===== src/rtl/spike_collector.sv =====
// spike_collector: sequences per-neuron updates for one sample window,
// accumulates spike counts, drives lateral inhibition from the previous
// timestep's fire vector, and resolves the most active neuron at the end.
//
// Handshake with the neuron update stage: o_run is a one-cycle request for
// neuron nidx. The collector then sits in WAIT until i_valid pulses, which
// marks that neuron as finished and qualifies i_spike and i_neuron_idx.
// i_valid is only consumed in WAIT and is dropped in every other state.
module spike_collector #(
  parameter int          N_NEURON = 18,
  parameter int          CNT_W    = 8,
  parameter int          STEP_W   = 9,
  parameter logic [24:0] INH_W    = 25'd1114112
) (
  input  logic              clk,
  input  logic              reset,
  input  logic              i_start,
  input  logic [STEP_W-1:0] i_n_steps,
  input  logic              i_valid,
  input  logic              i_spike,
  input  logic [4:0]        i_neuron_idx,
  output logic              o_run,
  output logic [24:0]       o_inh_current,
  output logic              o_busy,
  output logic              o_step_done,
  output logic              o_done,
  output logic [4:0]        o_winner,
  output logic [CNT_W-1:0]  o_winner_cnt,
  output logic              o_err,
  output logic [2:0]        o_state
);

  typedef enum logic [2:0] {
    S_IDLE     = 3'd0,
    S_ISSUE    = 3'd1,
    S_WAIT     = 3'd2,
    S_STEP_END = 3'd3,
    S_RESOLVE  = 3'd4,
    S_DONE     = 3'd5
  } state_t;

  localparam logic [4:0]       LAST_IDX = 5'(N_NEURON - 1);
  localparam logic [4:0]       NO_WIN   = 5'd31;
  localparam logic [CNT_W-1:0] CNT_MAX  = '1;
  localparam logic [30:0]      INH_SAT  = 31'h0FFFFFF;

  state_t              state_q, state_d;
  logic [STEP_W-1:0]   n_steps_q;
  logic [STEP_W-1:0]   step_q;
  logic [4:0]          nidx_q;
  logic [N_NEURON-1:0] cur_fired_q;
  logic [N_NEURON-1:0] prev_fired_q;
  logic [CNT_W-1:0]    cnt_q [N_NEURON];
  logic                err_q;
  logic [4:0]          best_idx_q;
  logic [CNT_W-1:0]    best_cnt_q;
  logic [4:0]          winner_q;
  logic [CNT_W-1:0]    winner_cnt_q;

  logic                start_acc;
  logic                last_step;
  logic [5:0]          pop;
  logic [5:0]          inh_cnt;
  logic [30:0]         inh_prod;
  logic [24:0]         inh_sat;
  logic [4:0]          scan_idx;
  logic [CNT_W-1:0]    scan_cnt;

  assign start_acc = (state_q == S_IDLE) && i_start && (i_n_steps != '0);
  assign last_step = (step_q == n_steps_q - STEP_W'(1));

  // Inhibition: every other neuron that fired last timestep contributes one weight.
  always_comb begin
    pop = '0;
    for (int i = 0; i < N_NEURON; i++) begin
      pop = pop + 6'(prev_fired_q[i]);
    end
    inh_cnt  = pop - 6'(prev_fired_q[nidx_q]);
    inh_prod = 31'(INH_W) * 31'(inh_cnt);
    inh_sat  = (inh_prod > INH_SAT) ? INH_SAT[24:0] : inh_prod[24:0];
  end

  // Winner scan step: strict greater-than keeps the lowest index on ties.
  always_comb begin
    scan_idx = best_idx_q;
    scan_cnt = best_cnt_q;
    if (cnt_q[nidx_q] > best_cnt_q) begin
      scan_idx = nidx_q;
      scan_cnt = cnt_q[nidx_q];
    end
  end

  // State register.
  always_ff @(posedge clk) begin
    if (reset) begin
      state_q <= S_IDLE;
    end else begin
      state_q <= state_d;
    end
  end

  // Next-state logic.
  always_comb begin
    state_d = state_q;
    case (state_q)
      S_IDLE:     if (start_acc) state_d = S_ISSUE;
      S_ISSUE:    state_d = S_WAIT;
      S_WAIT:     if (i_valid) state_d = (nidx_q == LAST_IDX) ? S_STEP_END : S_ISSUE;
      S_STEP_END: state_d = last_step ? S_RESOLVE : S_ISSUE;
      S_RESOLVE:  if (nidx_q == LAST_IDX) state_d = S_DONE;
      S_DONE:     state_d = S_IDLE;
      default:    state_d = S_IDLE;
    endcase
  end

  // Datapath: counters, fire vectors, error flag and winner registers.
  always_ff @(posedge clk) begin
    if (reset) begin
      n_steps_q    <= '0;
      step_q       <= '0;
      nidx_q       <= '0;
      cur_fired_q  <= '0;
      prev_fired_q <= '0;
      err_q        <= 1'b0;
      best_idx_q   <= NO_WIN;
      best_cnt_q   <= '0;
      winner_q     <= NO_WIN;
      winner_cnt_q <= '0;
      for (int i = 0; i < N_NEURON; i++) cnt_q[i] <= '0;
    end else begin
      case (state_q)
        S_IDLE: begin
          if (start_acc) begin
            n_steps_q    <= i_n_steps;
            step_q       <= '0;
            nidx_q       <= '0;
            cur_fired_q  <= '0;
            prev_fired_q <= '0;
            err_q        <= 1'b0;
            for (int i = 0; i < N_NEURON; i++) cnt_q[i] <= '0;
          end
        end
        S_WAIT: begin
          if (i_valid) begin
            // A mismatched index is flagged but the update still lands on nidx.
            if (i_neuron_idx != nidx_q) err_q <= 1'b1;
            if (i_spike) begin
              cur_fired_q[nidx_q] <= 1'b1;
              if (cnt_q[nidx_q] != CNT_MAX) cnt_q[nidx_q] <= cnt_q[nidx_q] + CNT_W'(1);
            end
            nidx_q <= (nidx_q == LAST_IDX) ? 5'd0 : nidx_q + 5'd1;
          end
        end
        S_STEP_END: begin
          prev_fired_q <= cur_fired_q;
          cur_fired_q  <= '0;
          step_q       <= step_q + STEP_W'(1);
          best_idx_q   <= NO_WIN;
          best_cnt_q   <= '0;
        end
        S_RESOLVE: begin
          best_idx_q <= scan_idx;
          best_cnt_q <= scan_cnt;
          if (nidx_q == LAST_IDX) begin
            // Result is loaded on entry to DONE so it is visible with o_done.
            winner_q     <= scan_idx;
            winner_cnt_q <= scan_cnt;
            nidx_q       <= '0;
          end else begin
            nidx_q <= nidx_q + 5'd1;
          end
        end
        default: ;
      endcase
    end
  end

  assign o_run         = (state_q == S_ISSUE);
  assign o_inh_current = (state_q == S_ISSUE) ? inh_sat : 25'd0;
  assign o_busy        = (state_q != S_IDLE);
  assign o_step_done   = (state_q == S_STEP_END);
  assign o_done        = (state_q == S_DONE);
  assign o_winner      = winner_q;
  assign o_winner_cnt  = winner_cnt_q;
  assign o_err         = err_q;
  assign o_state       = state_q;

endmodule

===== config.mk =====
export PLATFORM = sky130hd
export DESIGN_NAME = spike_collector
export DESIGN_NICKNAME = d
export VERILOG_FILES = /design/src/rtl/spike_collector.sv
export SDC_FILE = /design/constraint.sdc
export NUM_CORES = 1
export LEC_CHECK = 0
export ABC_CLOCK_PERIOD_IN_PS = 29000
export CAP_MARGIN = 20
export CELL_PAD_IN_SITES_DETAIL_PLACEMENT = 0
export CELL_PAD_IN_SITES_GLOBAL_PLACEMENT = 2
export CORE_ASPECT_RATIO = 0.75
export CORE_MARGIN = 4
export CORE_UTILIZATION = 40
export CTS_BUF_LIST = sky130_fd_sc_hd__clkbuf_2
export DETAILED_ROUTE_END_ITERATION = 10
export GPL_ROUTABILITY_DRIVEN = 1
export GPL_TIMING_DRIVEN = 0
export PLACE_DENSITY = 0.74
export SYNTH_ARGS = -nofsm -noshare
export SYNTH_HDL_FRONTEND = slang
export SYNTH_SLANG_ARGS = --single-unit

===== constraint.sdc =====
create_clock -name clk -period 29 [get_ports clk]
set_input_delay 8.7 -clock clk [delete_from_list [all_inputs] [get_ports clk]]
set_output_delay 8.7 -clock clk [all_outputs]
set_load 0.005 [all_outputs]

## Yosys cells after proc, flatten, opt, wreduce, memory -nomap -nowiden

Memories as Yosys holds them, arrays and structs flattened. A register that Yosys moved wholly into a read port is not among the register bits.
Cells that the tools add are included.

| storage, ports and cells | value |
|---|---|
| latch bits | 0 |
| memory bits (read-only) | 0 |
| input port bits | 19 |
| memories kept | 1 |
| register bits | 89 |
| output and inout port bits | 46 |
| logic and storage cells | 157 |
| RAM bits | 144 |

| operators by class | value |
|---|---|
| multipliers | 1 |
| multiplexer cells | 66 |
| shift operators | 0 |
| equal/unequal tests | 14 |
| reduce and logical (&&, ||, !) cells | 19 |
| bitwise logic cells | 19 |
| div/mod/pow operators | 0 |
| add/subtract/negate cells | 22 |
| magnitude comparators | 4 |

Memories:

| memory | depth | bits a word | read ports | clocked after Yosys merged registers in | wr ports | line | RTL |
|---|---|---|---|---|---|---|---|
| cnt_q | 18 | 8 | 1 | 1 | 18 | 53 | `logic [CNT_W-1:0] cnt_q [N_NEURON];` |

Operators with widths:

| cell | count |
|---|---|
| 8-bit two-way mux | 20 |
| 6-bit by 1-bit adder with 6-bit output | 12 |
| 18-bit two-way mux | 3 |
| 18-bit case mux with 3 select lines | 1 |
| 25-bit two-way mux | 2 |
| 18-bit case mux with 2 select lines | 1 |
| 5-bit two-way mux | 7 |
| 27-bit by 24-bit > comparator with 1-bit output, second input constant | 1 |
| 1-bit two-way mux | 18 |
| 1-bit OR | 18 |
| 18-bit OR | 1 |
| 9-bit case mux with 2 select lines | 1 |
| 8-bit case mux with 2 select lines | 1 |
| 3-bit case mux with 5 select lines | 1 |
| 5-bit case mux with 3 select lines | 1 |
| 3-bit two-way mux | 4 |
| 5-bit by 6-bit multiplier with 11-bit output, first input constant | 1 |
| 2-bit inequality test, second input constant | 5 |
| 5-bit case mux with 2 select lines | 1 |
| 9-bit by 1-bit adder with 9-bit output, second input constant | 1 |
| 9-bit == test | 1 |
| 9-bit two-way mux | 1 |
| 3-bit nonzero test | 3 |
| 9-bit nonzero test | 1 |
| other kinds (29) | 39 |

## Longest topological paths before layout

Gate-level depths: netlist of run 1.

| depth | value |
|---|---|
| word-level depth | 22 |
| depth in mapped cells | 26 |
| depth with buffers taken out | 24 |

## Worst setup path after synthesis of run 1

OpenSTA, ideal clock, no wires.

| timing | value |
|---|---|
| path kind | reg2out |
| start point | reg nidx_q[0] |
| end point | out o_inh_current[10] |
| stages on the path, launching flop included | 26 |
| path slack | 12.890 ns |
| data required time | 20.300 ns |
| arrival | 7.410 ns |
| buffers on the path | 2 |
| cell sequence | dfxtp_1 > clkbuf_1 > mux4_2 > mux4_2 > inv_1 > o21ai_0 > ha_1 > fa_1 > fa_1 > fa_1 > fa_1 > inv_1 > ha_1 > a21o_1 > a21oi_1 > o21ai_0 > a21oi_1 > xnor2_1 > xnor2_1 > ha_1 > fa_1 > or3b_2 > mux2_2 > nor2_1 > nor2_1 > buf_4 |

| between the ends | value |
|---|---|
| longest elaborated chain between the ends | 7 |

Ends and longest elaborated chain:

| what | line | RTL |
|---|---|---|
| start: declaration | 50 | `logic [4:0] nidx_q;` |
| start signal: assignment | 151 | `nidx_q <= (nidx_q == LAST_IDX) ? 5'd0 : nidx_q + 5'd1;` |
| start signal: assignment | 170 | `nidx_q <= nidx_q + 5'd1;` |
| 1-bit binary-select mux with 5-bit select | 78 | `inh_cnt = pop - 6'(prev_fired_q[nidx_q]);` |
| 1-bit two-way mux (not written as such) | 78 |  |
| 6-bit by 1-bit subtractor with 6-bit output | 78 |  |
| 5-bit by 6-bit multiplier with 11-bit output | 79 | `inh_prod = 31'(INH_W) * 31'(inh_cnt);` |
| 27-bit by 24-bit > comparator with 1-bit output | 80 | `inh_sat = (inh_prod > INH_SAT) ? INH_SAT[24:0] : inh_prod[24:0];` |
| 25-bit two-way mux | 80 |  |
| 25-bit two-way mux | 179 | `assign o_inh_current = (state_q == S_ISSUE) ? inh_sat : 25'd0;` |
| end: declaration | 23 | `output logic [24:0] o_inh_current,` |

No other way between the ends. The select of a mux whose other input is x is not followed.

## Final worst setup path of run 1

| timing | value |
|---|---|
| start point | reg nidx_q[0] |
| end point | out o_inh_current[15] |

The elaborated chain is that of the path after synthesis.

==> results of run 1 <==
-- critical path, delay by kind of cell, from the launching register on --
kind	cells	cell delay (ns)
adder cells (fa/ha/maj)	8	3.31
multiplexers	3	1.41
AND/OR/NAND/NOR	3	0.95
XOR/XNOR	2	0.48
flip-flops	1	0.38
AO/OA/AOI/OAI	5	0.77
buffers and inverters	5	1.38
-- worst paths after layout --
check	depth (start not counted)	slack, ns	startpoint	end
worst min-delay path	2	0.46	o_err	o_err
worst max-delay path	26	10.63	nidx_q[0]	o_inh_current[15]
worst min register to register	2	0.46	o_err	o_err
worst max register to register	13	23.70	flop	cnt_q[29][4]
-- synth_stat cells, types with 5 or more instances --
library cell,number,area (µm²)
mux4_2,64,1440
a21oi_1,49,245
o22ai_1,16,100
nor2b_1,7,43.8
ha_1,27,338
nor2_1,230,863
and2_1,7,43.8
nor4_1,9,56.3
buf_1,5,18.8
nor3_1,12,60.1
xor2_1,9,78.8
nand3_1,19,95.1
nand4_1,7,43.8
nand2_1,71,267
dfxtp_1,94,1880
xnor2_1,16,140
or3_1,23,144
fa_1,14,280
nand3b_1,9,67.6
nor4b_1,9,78.8
mux2i_1,41,410
mux2_2,7,78.8
nand2b_1,9,56.3
o211ai_1,16,120
a211oi_1,12,90.1
and3_1,5,31.3
o21ai_0,20,100
buf_2,28,140
a21o_1,5,37.5
buf_6,9,101
nor3b_1,5,37.5
buf_4,19,143
inv_1,55,206
edfxtp_1,256,7690
clkbuf_1,43,161
a22oi_1,22,165
-- power groups by stage --
| stage | sequential [mW] | combinational (mW) | clock (mW) |
|---|---|---|---|
| 2_1_floorplan | 0.579 | 0.113 | 0 |
| 3_3_place_gp | 0.582 | 0.170 | 0 |
| 3_5_place_dp | 0.582 | 0.171 | 0 |
| 4_1_cts | 0.571 | 0.171 | 0.362 |
| 5_1_grt | 0.573 | 0.184 | 0.390 |
| 6_report | 0.571 | 0.170 | 0.351 |
-- logic make-up (layout without fill, tap and decap cells) --
group	count (synthesis)	count (layout)
xor gates and xnor gates	29	29
other	1	4
DFF	350	350
and+or+nand+nor	443	443
buffers and inverters	167	397
AOI/OAI and AO/OA	166	166
muxes	113	113
adders and majority gates	42	42
-- per-layer routing --
layer	wire length [µm]	track usage	vias to the layer above	share of wire
met5	0	0	-	0
met4	1010	0.0610	0	0.022
met3	2590	0.0491	78	0.056
met2	20700	0.314	313	0.45
met1	21900	0.299	5529	0.47
li1	-	-	5177	-
-- through the flow --
| step | setup WS [ns] | hold WS (ns) | cells | util |
|---|---|---|---|---|
| finish | 10.63 | 0.465 | 2072 | 0.460 |
| global route | 9.93 | 0.486 | 2072 | 0.460 |
| global placement | 11.65 | 0.444 | 1902 | 0.436 |
| floorplan | 12.89 | 0.437 | 1311 | - |
| CTS | 10.48 | 0.466 | 2067 | 0.460 |
| detailed placement | 11.63 | 0.450 | 1914 | 0.440 |
-- placed cells by master, fill, tap and decap left out, types with 9 or more instances in the layout --
| cell type | n |
|---|---|
| dfxtp_1 | 94 |
| o22ai_1 | 16 |
| a22oi_1 | 22 |
| nor2_1 | 230 |
| clkinv_1 | 15 |
| xor2_1 | 9 |
| clkdlybuf4s50_1 | 63 |
| nor3_1 | 12 |
| mux2i_1 | 41 |
| nand2b_1 | 9 |
| xnor2_1 | 16 |
| or3_1 | 23 |
| a211oi_1 | 11 |
| clkbuf_2 | 135 |
| buf_2 | 30 |
| inv_1 | 55 |
| mux4_2 | 64 |
| ha_1 | 27 |
| clkbuf_1 | 43 |
| a21oi_1 | 49 |
| nand3b_1 | 9 |
| buf_4 | 30 |
| nand2_1 | 71 |
| o21ai_0 | 20 |
| fa_1 | 14 |
| o211ai_1 | 16 |
| buf_6 | 9 |
| nand3_1 | 19 |
| edfxtp_1 | 256 |
-- registers in the layout, summed over array words and instances (netlist names), named ones only --
register,flops
best_cnt_q,8
best_idx_q,5
cnt_q,256
cur_fired_q,18
n_steps_q,9
nidx_q,5
o_err,1
o_state,3
o_winner,5
o_winner_cnt,8
prev_fired_q,18
step_q,9
-- final cells by class --
cell class / count / share of cell area
diodes: 3 / 0.000400
plain buffers: 105 / 0.0309
clock buffers: 134 / 0.0358
clock inverters: 19 / 0.00768
inverters: 62 / 0.0124
multi-input cells: 794 / 0.328
flip-flops and latches: 350 / 0.510
well taps: 528 / 0.0352
repair buffers: 77 / 0.0388
==> metrics.txt, run 1 <==
Crit-path slowest cell mux4_2; Net count, final 1540; CTS tree yes; DRC 0; Die Ht 184 µm; hold buffer count at cts 0; CTS H-tree depth 3; fraction of layout cells with a size suffix above 1 0.209; number of global-route vias before repair 11200; min Tclk post-route 18.37 ns; synth warn 0; pin count of the biggest net entering global routing 19; # clock sinks 350; Netlist cell types 70; most frequent cell on the critical path fa_1; worst vdd ir 25.9 µV; Req. time, crit path 20.30 ns; Max Fanout on Critical Path 16; Yosys reg bits 350; Synth Area in Compound Gates 0.0649; post-route cell area 18700 µm²; DP Area 17900 µm²; syn_nets 1371; drt wl/cell 22.3 µm; Synth-to-Final Area Change 13.8%; drt total wl 46300 µm; Slew HR 0.295; # rows 64; Post-synth EDFFs 256; simple-gate share of the synthesized area 0.129; Pwr per Cell Area 58.2 nW/µm²; Clock power frac 0.321; crit path DAT 9.67 ns; initial antenna violation count 2; critical path type flop to primary output; gr usage total 0.207; crit end category primary output; dpl hpwl 33000 µm; ys async rst share 0; crit share post-route 0.633; worst slew pin tran 1.05 ns; cell area after synthesis 16500 µm²; Pwr Total 1.09 mW; area of the multi-input gates 6150 µm²; sequential share of the synthesized area 0.581; status finished clean; Net Sw Frac 0.302; switching pwr 0.330 mW; Initial Utilization 0.404; CP max stage delay 0.62 ns; I/O pins 65; min-delay worst type flop to flop; number of fill cells in the layout 3813; Detailed Route Iter0 Violations 982; first-pass GRT wire length 69600 µm; IO buf count 63; Leak Pwr 6.71 nW; Clock Path Buffers 3; post-CTS setup buffer count 0; Reg power frac 0.523; Core ar. 40800 µm²; Via-to-Cell Ratio 5.36; Congestion Overflow GR 0; unrepaired setup endpoints after global routing no; root buffer cell clkbuf_2; crit path launch type flop; Logic pwr share 0.156; mux contribution to synthesized area 0.119; FMAX 54.4 MHz; largest family of logic cells by synthesized area simple AND/OR/NAND/NOR gates; placer's final routability congestion estimate 0.816; Die Width 242 µm; Hold Violations, Final 0; Mean Syn Cell Area 12.6 µm²; final antenna-violating net count 0; max_cap viols 0; vias 11100; post_cts resized 0; Synth Area in Adders 0.0381; die area 44500 µm²; predominant post-synthesis flop cell edfxtp_1; worst skew pair latency 1.04 ns; Worst-path clk slew 0.11 ns; Post-Route Setup TNS 0 ns; Num CTS Buffers 90; Register Area 9570 µm²; DR pass1 iterations 5; Pint 0.762 mW; Cells after Synth 1311; Pins Over Slew Limit 0; Synth Area in XOR/XNOR 0.0186; # setup viols final 0; clock skew 0.0644 ns
Note: power is estimated with default switching activity, not from simulation.
==> inputs of run 2 (changes only) <==
ABC_CLOCK_PERIOD_IN_PS = 14800   (was 29000)
PLACE_DENSITY = 0.77   (was 0.74)
clock period = 14.8 ns   (was 29 ns; I/O delays follow)
==> run 2 against run 1 <==
- clock-buffer cell count is 17 lower
- worst hold slack better by 0.0035 ns
- die area stayed put
- sequential share of layout area is 0.13 points higher
- worst setup slack worse by 9.8 ns
- sequential power is 96% higher
- non-clock buffer count is 2 higher
- critical path depth stayed put
- register-to-register slack worse by 14 ns
- clock power is 85% higher
- largest cell class unchanged
- largest power group unchanged
==> metrics.txt, run 2 (synthesis gave the netlist of run 1 again) <==
status finished clean; Core ar. 40800 µm²; crit path launch type flop; Non-Filler Instances 2065; Leak Pwr 6.68 nW; fraction of layout cells with a size suffix above 1 0.201; worst vdd ir 58.2 µV; initial antenna violation count 2; # rows 64; Post-Route Setup TNS 0 ns; most common cell after layout, fill and taps aside edfxtp_1; first-pass GRT wire length 68100 µm; post-CTS setup buffer count 0; Detailed Route Iter0 Violations 790; most frequent cells in the layout edfxtp_1 (256), nor2_1 (230), clkbuf_2 (118); DRC 0; Initial Utilization 0.404; Logic pwr share 0.157; Pins Over Slew Limit 0; Pwr per Cell Area 112 nW/µm²; Max Fanout on Critical Path 16; Slew HR 0.269; max reg flops 256; post-route cell area 18700 µm²; worst slew pin tran 1.09 ns; Critical path origin nidx_q[0]; dpl hpwl 32100 µm; gr usage total 0.202; Net count, final 1540; crit-path leading delay family adder cells; pin count of the biggest net entering global routing 19; DP Area 17900 µm²; post_cts resized 0; Congestion Overflow GR 0; R2R cell count 15; Die Ht 184 µm; Net Sw Frac 0.300; largest reg by FF count cnt_q; worst hold start o_winner_cnt[1]; worst hold margin 0.468 ns; Worst-path clk slew 0.09 ns; final antenna-violating net count 0; Via-to-Cell Ratio 5.36; crit share post-route 0.947; Req. time, crit path 10.36 ns; I/O pins 65; crit end category primary output; Clock Path Buffers 3; FMAX 71.4 MHz; Reg power frac 0.533; crit path DAT 9.57 ns; number of global-route vias before repair 11000; worst skew pair latency 1.01 ns; max_cap viols 0; Die Width 242 µm; CP bufs+invs 5; DR pass1 iterations 7; Num CTS Buffers 88; hold buffer count at cts 0; IO buf count 63; vias 11100; Placed Instances 1916; largest registers cnt_q: 256 flops, cur_fired_q: 18 flops, prev_fired_q: 18 flops; unrepaired setup endpoints after global routing no; drt total wl 44800 µm; Synth-to-Final Area Change 13.5%; Worst Hold Depth 2; most frequent cell on the critical path fa_1; CTS H-tree depth 3; # setup viols final 0; min-delay worst type flop to flop; drt wl/cell 21.7 µm; Clock power frac 0.309; critical path type flop to primary output; # clock sinks 350; CP max stage delay 0.62 ns; root buffer cell clkbuf_2; placer's final routability congestion estimate 0.814; Hold Violations, Final 0; switching pwr 0.629 mW; CTS tree yes; clock skew 0.0951 ns; Pint 1.47 mW; min Tclk post-route 14.01 ns; die area 44500 µm²; slack of the worst reg-to-reg path 9.54 ns; Crit-path slowest cell mux4_2; worst r2r dst o_winner[0]; Hold Path Sink o_winner_cnt[1]
-- run 2: layer usage --
layer | wire length [µm] | vias up | GRT usage
li1 | - | 5150 | -
met1 | 20800 | 5484 | 0.284
met2 | 20300 | 354 | 0.315
met3 | 2800 | 75 | 0.0502
met4 | 869 | 0 | 0.0541
met5 | 0 | - | 0
-- run 2: power groups by stage --
| stage | combinational [mW] | clock, mW | sequential, mW |
|---|---|---|---|
| 6_report | 0.330 | 0.649 | 1.12 |
| 5_1_grt | 0.359 | 0.721 | 1.12 |
| 4_1_cts | 0.332 | 0.669 | 1.12 |
| 3_5_place_dp | 0.331 | 0 | 1.14 |
| 3_3_place_gp | 0.328 | 0 | 1.14 |
| 2_1_floorplan | 0.221 | 0 | 1.14 |
-- run 2: final cells by class --
type,instances,area (µm²)
timing repair buffer,79,741
multi-input combinational,794,6150
clock inverter,27,174
sequential,350,9570
buffer,105,579
clock buffer,117,586
tap,528,661
fill,3755,22100
inverter,62,233
antenna,3,7.51
-- run 2: stage by stage --
stage / utilization / setup slack (ns) / power [mW]
floorplan: - / 2.95 / 1.36
global placement: 0.436 / 1.64 / 1.47
detailed placement: 0.440 / 1.66 / 1.47
CTS: 0.458 / 0.582 / 2.12
global route: 0.459 / 0.0370 / 2.20
finish: 0.459 / 0.787 / 2.10
-- run 2: worst register-to-register path, cell delays in order (launching register included) --
cell      delay, ns
dfxtp_1        0.55
clkbuf_1       0.62
mux4_2         0.41
mux2i_1        0.19
o32ai_1        0.11
nor3_2         0.63
inv_1          0.23
ha_1           0.35
nor2b_1        0.13
o21a_1         0.12
o21a_1         0.12
o21bai_1       0.10
a21oi_1        0.51
clkbuf_1       0.57
mux2i_1        0.32
o211ai_1       0.11
-- run 2: how the worst max path moves through the flow --
stage	to	slack, ns	cells after the start
3_5_place_dp	o_inh_current[15]	1.66	26
6_report	o_inh_current[15]	0.79	26
4_1_cts	o_inh_current[15]	0.58	26
3_3_place_gp	o_inh_current[15]	1.64	26
2_1_floorplan	o_inh_current[10]	2.95	25
5_1_grt	o_inh_current[1]	0.04	26
==> inputs of run 3 (changes only) <==
MAX_ROUTING_LAYER = met4   (was default)
==> run 3 against run 2 <==
- sequential power hardly changed
- worst setup slack got worse by 0.011 ns
- die area stayed put
- clock-buffer cell count unchanged
- cell area about the same
- largest cell class unchanged
- highest routed layer unchanged
==> metrics.txt, run 3 (synthesis gave the netlist of run 1 again) <==
# rows 64; R2R cell count 15; Worst-path clk slew 0.09 ns; post_cts resized 0; pin count of the biggest net entering global routing 19; Initial Utilization 0.404; crit share post-route 0.948; first-pass GRT wire length 68100 µm; post-CTS setup buffer count 0; status finished clean; critical path type flop to primary output; Synth-to-Final Area Change 13.5%; unrepaired setup endpoints after global routing no; number of global-route vias before repair 11000; DR pass1 iterations 5; die area 44500 µm²; worst slew pin tran 1.11 ns; largest registers cnt_q: 256 flops, cur_fired_q: 18 flops, prev_fired_q: 18 flops; crit path DAT 9.58 ns; max_cap viols 0; Num CTS Buffers 88; Final Util 0.459; most common cell after layout, fill and taps aside edfxtp_1; largest reg by FF count cnt_q; Core ar. 40800 µm²; drt total wl 44700 µm; Detailed Route Iter0 Violations 782; gr usage total 0.208; crit path launch type flop; Non-Filler Instances 2063; I/O pins 65; Req. time, crit path 10.36 ns; # clock sinks 350; # setup viols final 0; root buffer cell clkbuf_2; worst r2r dst o_winner[0]; final antenna-violating net count 0; Critical path origin nidx_q[0]; IO buf count 63; hold buffer count at cts 0; clock skew 0.100 ns; Max Fanout on Critical Path 16; Placed Instances 1916; Post-Route Setup TNS 0 ns; Leak Pwr 6.67 nW; Pins Over Slew Limit 0; worst skew pair latency 1.02 ns; Pwr per Cell Area 112 nW/µm²; Critical Path Sink o_inh_current[15]; Die Width 242 µm; Congestion Overflow GR 0; fraction of layout cells with a size suffix above 1 0.201; worst vdd ir 58.7 µV; slack of the worst reg-to-reg path 9.55 ns; Via-to-Cell Ratio 5.35; min Tclk post-route 14.02 ns; FMAX 71.3 MHz; Die Ht 184 µm; Clock Path Buffers 3; drt wl/cell 21.7 µm; Slew HR 0.256; CTS tree yes; most frequent cells in the layout edfxtp_1 (256), nor2_1 (230), clkbuf_2 (117); Net count, final 1539; vias 11000; dpl hpwl 32100 µm; min-delay worst type flop to flop; initial antenna violation count 1; DRC 0; placer's final routability congestion estimate 0.827; max reg flops 256; CTS H-tree depth 3; Hold Violations, Final 0; crit end category primary output
-- run 3: cell type report --
type	count	area, µm²
inverters	62	233
plain buffers	105	579
flip-flops and latches	350	9570
well taps	528	661
fillers	3756	22100
multi-input cells	794	6150
clock buffers	117	586
clock inverters	27	174
diodes	2	5.00
repair buffers	78	736
-- run 3: critical path, cell delays in order (launching register included) --
cell	delay, ns
dfxtp_1	0.37
clkbuf_1	0.60
mux4_2	0.62
mux4_2	0.47
inv_1	0.06
o21ai_0	0.09
ha_1	0.34
fa_1	0.42
fa_1	0.51
fa_1	0.52
fa_1	0.60
inv_1	0.06
ha_1	0.27
a21o_1	0.10
a21oi_1	0.08
o21ai_0	0.18
a21oi_1	0.11
xnor2_1	0.54
xnor2_1	0.14
ha_1	0.25
fa_1	0.41
or3b_2	0.47
mux2_2	0.32
nor2_1	0.21
nor2_1	0.25
buf_4	0.21
clkdlybuf4s50_1	0.45
-- run 3: through the flow --
stage               setup WS [ns]  total power, mW  cell area, µm²  hold slack [ns]
finish                      0.776             2.10           18700            0.470
CTS                         0.582             2.12           18700            0.475
global placement             1.64             1.47           17800            0.451
global route               0.0433             2.20           18700            0.496
detailed placement           1.66             1.47           17900            0.451
floorplan                    2.95             1.36           16500            0.437
-- run 3: power breakdown --
part / switching [mW] / total, mW / internal, mW / leakage [nW]
logic: 0.219 / 0.330 / 0.111 / 2.76
clock network: 0.401 / 0.651 / 0.250 / 0.574
registers: 0.0119 / 1.12 / 1.11 / 3.33
total: 0.632 / 2.10 / 1.47 / 6.67
-- run 3: routing by layer --
layer | part of all wire | up-vias | track usage
li1 | - | 5151 | -
met1 | 0.47 | 5483 | 0.286
met2 | 0.45 | 325 | 0.314
met3 | 0.059 | 73 | 0.0503
met4 | 0.019 | 0 | 0.0527
met5 | 0 | - | -
-- run 3: worst min-delay path by stage --
| stage | start | end | depth (start not counted) |
|---|---|---|---|
| floorplan | cur_fired_q[0] | cur_fired_q[0] | 2 |
| global placement | cur_fired_q[5] | cur_fired_q[5] | 2 |
| detailed placement | o_winner_cnt[1] | o_winner_cnt[1] | 2 |
| CTS | o_winner_cnt[1] | o_winner_cnt[1] | 2 |
| global route | o_err | o_err | 2 |
| finish | o_winner_cnt[1] | o_winner_cnt[1] | 2 |
